--- config.mk ---
export PLATFORM = sky130hd
export DESIGN_NAME = backtrack_unit
export DESIGN_NICKNAME = d
export VERILOG_FILES = /design/src/rtl/backtrack_unit.sv
export SDC_FILE = /design/constraint.sdc
export NUM_CORES = 1
export LEC_CHECK = 0
export ABC_AREA = 1
export CORE_MARGIN = 2
export CORE_UTILIZATION = 36
export CTS_CLUSTER_DIAMETER = 50
export DETAILED_ROUTE_END_ITERATION = 10
export PLACE_DENSITY_LB_ADDON = 0.25
export RECOVER_POWER = 100
export SETUP_SLACK_MARGIN = 0.02
export SYNTH_ARGS = -nofsm -noshare
export SYNTH_HDL_FRONTEND = slang
export SYNTH_SLANG_ARGS = --single-unit
--- constraint.sdc ---
create_clock -name clock -period 1.3 [get_ports clock]
set_input_delay 0.195 -clock clock [delete_from_list [all_inputs] [get_ports clock]]
set_output_delay 0.195 -clock clock [all_outputs]
set_load 0.02 [all_outputs]
--- src/rtl/backtrack_unit.sv ---
// rtl/backtrack_unit.sv - conflict backtrack engine: flushes implications, unwinds trace to last decision, flips it
module backtrack_unit #(
    parameter int VAR_BITS = 8
) (
    input  logic                clock,
    input  logic                reset_n,
    input  logic                start,
    output logic                busy,
    output logic                done,
    output logic                unsat_out,
    output logic [VAR_BITS-1:0] flip_var,
    output logic                flip_val,
    output logic                clear_imply,
    input  logic                empty_trace,
    input  logic [VAR_BITS-1:0] var_out_trace,
    input  logic                val_out_trace,
    input  logic                type_out_trace,
    output logic                pop_trace,
    output logic                push_trace,
    output logic [VAR_BITS-1:0] var_in_trace,
    output logic                val_in_trace,
    output logic                type_in_trace,
    output logic                write_vs,
    output logic [VAR_BITS-1:0] var_in_vs,
    output logic                val_in_vs,
    output logic                unassign_in_vs
);

    typedef enum logic [2:0] {
        S_IDLE,
        S_CLEAR,
        S_POP,
        S_FLIP,
        S_DONE,
        S_UNSAT
    } state_t;

    state_t              state_q, state_d;
    logic [VAR_BITS-1:0] flip_var_q, flip_var_d;
    logic                flip_val_q, flip_val_d;

    // Next-state logic; the decision found while unwinding is captured here with its value inverted
    always_comb begin
        state_d    = state_q;
        flip_var_d = flip_var_q;
        flip_val_d = flip_val_q;
        case (state_q)
            S_IDLE: begin
                if (start) begin
                    state_d = S_CLEAR;
                end
            end
            S_CLEAR: begin
                state_d = S_POP;
            end
            S_POP: begin
                if (empty_trace) begin
                    state_d = S_UNSAT;
                end else if (!type_out_trace) begin
                    flip_var_d = var_out_trace;
                    flip_val_d = ~val_out_trace;
                    state_d    = S_FLIP;
                end
            end
            S_FLIP:  state_d = S_DONE;
            S_DONE:  state_d = S_IDLE;
            S_UNSAT: state_d = S_IDLE;
            default: state_d = S_IDLE;
        endcase
    end

    // State and flipped-decision registers; reset aborts any unwind in progress
    always_ff @(posedge clock or negedge reset_n) begin
        if (!reset_n) begin
            state_q    <= S_IDLE;
            flip_var_q <= '0;
            flip_val_q <= 1'b0;
        end else begin
            state_q    <= state_d;
            flip_var_q <= flip_var_d;
            flip_val_q <= flip_val_d;
        end
    end

    // Output decode: strobes follow the state, except in POP where they follow the trace top
    always_comb begin
        clear_imply    = 1'b0;
        pop_trace      = 1'b0;
        push_trace     = 1'b0;
        var_in_trace   = '0;
        val_in_trace   = 1'b0;
        type_in_trace  = 1'b0;
        write_vs       = 1'b0;
        var_in_vs      = '0;
        val_in_vs      = 1'b0;
        unassign_in_vs = 1'b0;
        done           = 1'b0;
        unsat_out      = 1'b0;
        case (state_q)
            S_CLEAR: begin
                clear_imply = 1'b1;
            end
            S_POP: begin
                if (!empty_trace) begin
                    pop_trace = 1'b1;
                    if (type_out_trace) begin
                        write_vs       = 1'b1;
                        var_in_vs      = var_out_trace;
                        unassign_in_vs = 1'b1;
                    end
                end
            end
            S_FLIP: begin
                // The decision pop just freed a slot, so this push never overflows
                push_trace    = 1'b1;
                var_in_trace  = flip_var_q;
                val_in_trace  = flip_val_q;
                type_in_trace = 1'b1;
                write_vs      = 1'b1;
                var_in_vs     = flip_var_q;
                val_in_vs     = flip_val_q;
            end
            S_DONE:  done      = 1'b1;
            S_UNSAT: unsat_out = 1'b1;
            default: ;
        endcase
    end

    assign busy     = (state_q != S_IDLE);
    assign flip_var = flip_var_q;
    assign flip_val = flip_val_q;

endmodule

==> impl_metrics.py <==
metrics = {
    "floorplan": {
        "core_area_um2": 2020,
        "dieArea_um2": 2580,
        "fp-row-count": 16,
        "pin_count": 50,
        "die_height_um": 50.8,
        "chipWidth_um": 50.8,
        "initial_core_util_pct": 39.0,
    },
    "layout": {
        "fillers": 76,
        "area_growth_pct": 138,
        "nets": 213,
        "diodes": 0,
        "drive_above_1_share_pct": 68.7,
        "post-route-util_pct": 92.8,
        "regArea_um2": 302,
        "multiInputGateArea_um2": 532,
    },
    "power_and_ir_drop": {
        "irDropWorstVdd_v": 0.00190,
        "power_switching_uw": 2110,
        "p_seq_share_pct": 17.5,
        "pwr-share-clk_pct": 7.6,
        "internal_power_uw": 2270,
        "p_comb_share_pct": 74.9,
        "p_leak_uw": 0.00102,
        "p_per_area_nw_per_um2": 2340,
        "swShare_pct": 48.2,
    },
    "synth": {
        "yosysUniqueCellTypes": 16,
        "seq_area_frac_synth_pct": 38.1,
        "synthTopCellsByCount": "nand2_1, nand4_1, dfrtp_1, inv_1, nor2_1",
        "synth-main-ff-cell": "dfrtp_1",
        "synth.most_common_cell": "nand2_1",
        "synthArstFlopShare_pct": 100,
        "synth_top_area_cell": "dfrtp_1",
        "synth_edf_count": 0,
        "synth_warnings": 0,
        "synthTopCellsByArea": "dfrtp_1, nand2_1, nand4_1",
        "synth_top_area_share_pct": 38.1,
        "synthesis.area_um2": 788,
        "ys_seq_elements": 12,
        "syn-instance-count": 108,
        "synth_fp_nets": 122,
        "syn_area_per_cell_um2": 7.30,
    },
    "timing": {
        "worstMarginPinSlew_ns": 0.714,
        "slew_headroom_pct": 52.4,
        "setup_viol": 37,
        "slew_violations": 0,
        "grt_setup_unrepaired": "true",
        "hold_violations": 0,
        "fin_crit_ns": 1.70,
        "finClkSkew_ns": 0.00655,
        "fmax_mhz": 588,
        "fin_crit_sh_pct": 131,
        "worst_slack_ns": -0.399,
        "setup_tns_ns": -9.85,
    },
    "run": {
        "drv_cap": 0,
    },
    "placement": {
        "routabilityCongestion": 0.773,
        "hpwl_mm": 1.99,
        "preCtsSetupSlack_ns": -0.630,
        "io_buffers": 49,
    },
    "worst_setup_path": {
        "crit_type": "flip-flop to output port",
        "crit_chain": "inv_2 > nand2_4 > nor2_4 > nand2_2 > nand2_2 > buf_6",
        "critical_path.top_delay_family": "simple AND/OR/NAND/NOR gates",
        "cpPeakStageDelay_ns": 0.45,
        "cpMostUsedCell": "nand2_2",
        "worst-path-buf-inv": 2,
        "required_ns": 1.11,
        "cp-start-kind": "flip-flop",
        "crit_path_end_kind": "output port",
        "arrival_ns": 1.50,
        "cp_max_fo": 5,
        "cpMaxStageDelayCell": "dfrtp_1",
    },
    "status": {
        "failed_checks": "negative setup slack",
        "outcome": "finished, violations left",
    },
    "routing": {
        "routedWlPerCell_um": 20.8,
        "drc": 0,
        "via_per_inst": 5.75,
        "drt_iter0_markers": 69,
        "antenna_left": 0,
        "finalWirelength_mm": 4.67,
        "vias": 1294,
        "firstDrtPassIters": 4,
    },
    "clock_network": {
        "root_buffer": "clkbuf_4",
        "insertion_delay_ns": 0.30,
        "htree_levels": 1,
        "cts_tree": "built",
        "max-clock-path-buffers": 2,
        "cts.clk_slew.worst_paths_ns": 0.10,
        "cts_buffers": 3,
        "cts_sinks": 12,
    },
    "global_routing": {
        "grtUsageTotal_pct": 33.1,
        "grt_pass1_vias": 1197,
        "grt_first_pass_wirelength_mm": 6.18,
        "grt_overflow": 0,
        "grt_max_degree": 13,
        "antenna_found_initial": 0,
    },
    "hold_path": {
        "hold_class": "input port to asynchronous set/reset pin",
    },
}
## through the flow
stage,power [uW],area [um^2],cells,hold slack (ns)
after floorplan,1800,816,108,-0.101
after global placement,2960,1520,204,0.509
after detailed placement,3030,1520,204,0.509
after CTS,3960,1790,221,0.227
after global routing,4510,1880,225,0.510
final,4380,1880,225,0.455
## layer usage
metal	up-vias	track usage (%)	wire (um)
li1	528	-	-
met1	611	37.6	1650
met2	122	59.0	2280
met3	33	5.65	481
met4	0	16.7	264
met5	-	0	0
## layout by cell type (no fill, tap or decap), types with 2 or more instances in the layout
| cell type | instances |
|---|---|
| buf_12 | 3 |
| buf_2 | 7 |
| buf_4 | 25 |
| buf_6 | 37 |
| buf_8 | 2 |
| clkbuf_4 | 3 |
| clkdlybuf4s50_1 | 12 |
| dfrtp_1 | 11 |
| inv_1 | 2 |
| inv_2 | 14 |
| nand2_1 | 13 |
| nand2_2 | 22 |
| nand2_4 | 6 |
| nand3_4 | 2 |
| nand4_1 | 17 |
| nor2_1 | 2 |
| nor2_4 | 8 |
## cell families (layout without fill, tap and decap cells)
family	Yosys count	count (layout)	synth area share, %
AOI/OAI and AO/OA	1	1	0.634
and+or+nand+nor	71	73	45.9
DFF	12	12	38.1
buffers and inverters	24	112	15.4
## power by group through the flow
| stage | combinational, uW | sequential [uW] | clock [uW] |
|---|---|---|---|
| 6_report | 3280 | 765 | 334 |
| 5_1_grt | 3390 | 772 | 354 |
| 4_1_cts | 2930 | 709 | 321 |
| 3_5_place_dp | 2330 | 697 | 0 |
| 3_3_place_gp | 2280 | 680 | 0 |
| 2_1_floorplan | 916 | 884 | 0 |
## layout make-up
| type | instances | area share, % |
|---|---|---|
| inverters | 17 | 3.54 |
| well taps | 27 | 1.80 |
| clock buffers | 4 | 1.93 |
| multi-input cells | 74 | 28.4 |
| flip-flops and latches | 12 | 16.1 |
| repair buffers | 91 | 48.3 |
## state kept, by name, indices dropped and copies added (netlist names)
register,cells
flip_val,1
flip_var,8
state_q,3
## worst reg2reg max path, stage by stage (launching register included)
cell and delay, ns:
dfrtp_1 0.42, inv_2 0.09, nor2_4 0.12, buf_6 0.12
buf_4 0.10, buf_8 0.11, buf_8 0.11, nand3_4 0.12
nand2_2 0.12, nand2_2 0.06
## repair_timing
action	CTS	global route
resized for setup	201	51
gates cloned	4	1
pin swaps	12	11
endpoints found under the setup margin	36	44
setup buffers	9	6
hold buffers	0	0
## final timing paths
| kind | cells after the start | end | from | slack, ns |
|---|---|---|---|---|
| worst max-delay path | 6 | var_in_vs[0] | state_q[2]$_DFFE_PN0P_ | -0.40 |
| worst min-delay path | 2 | flip_var[5]$_DFFE_PN0P_ | reset_n | 0.45 |
| worst max register to register | 9 | flip_var[1]$_DFFE_PN0P_ | state_q[1]$_DFFE_PN0P_ | -0.17 |
| worst min register to register | 3 | flip_var[3]$_DFFE_PN0P_ | flip_var[3]$_DFFE_PN0P_ | 0.62 |
| max in group asynchronous | 2 | state_q[0]$_DFFE_PN0P_ | reset_n | 0.35 |
| min in group clock | 3 | flip_var[6]$_DFFE_PN0P_ | var_out_trace[6] | 0.52 |
(Power assumes the default switching activity.)
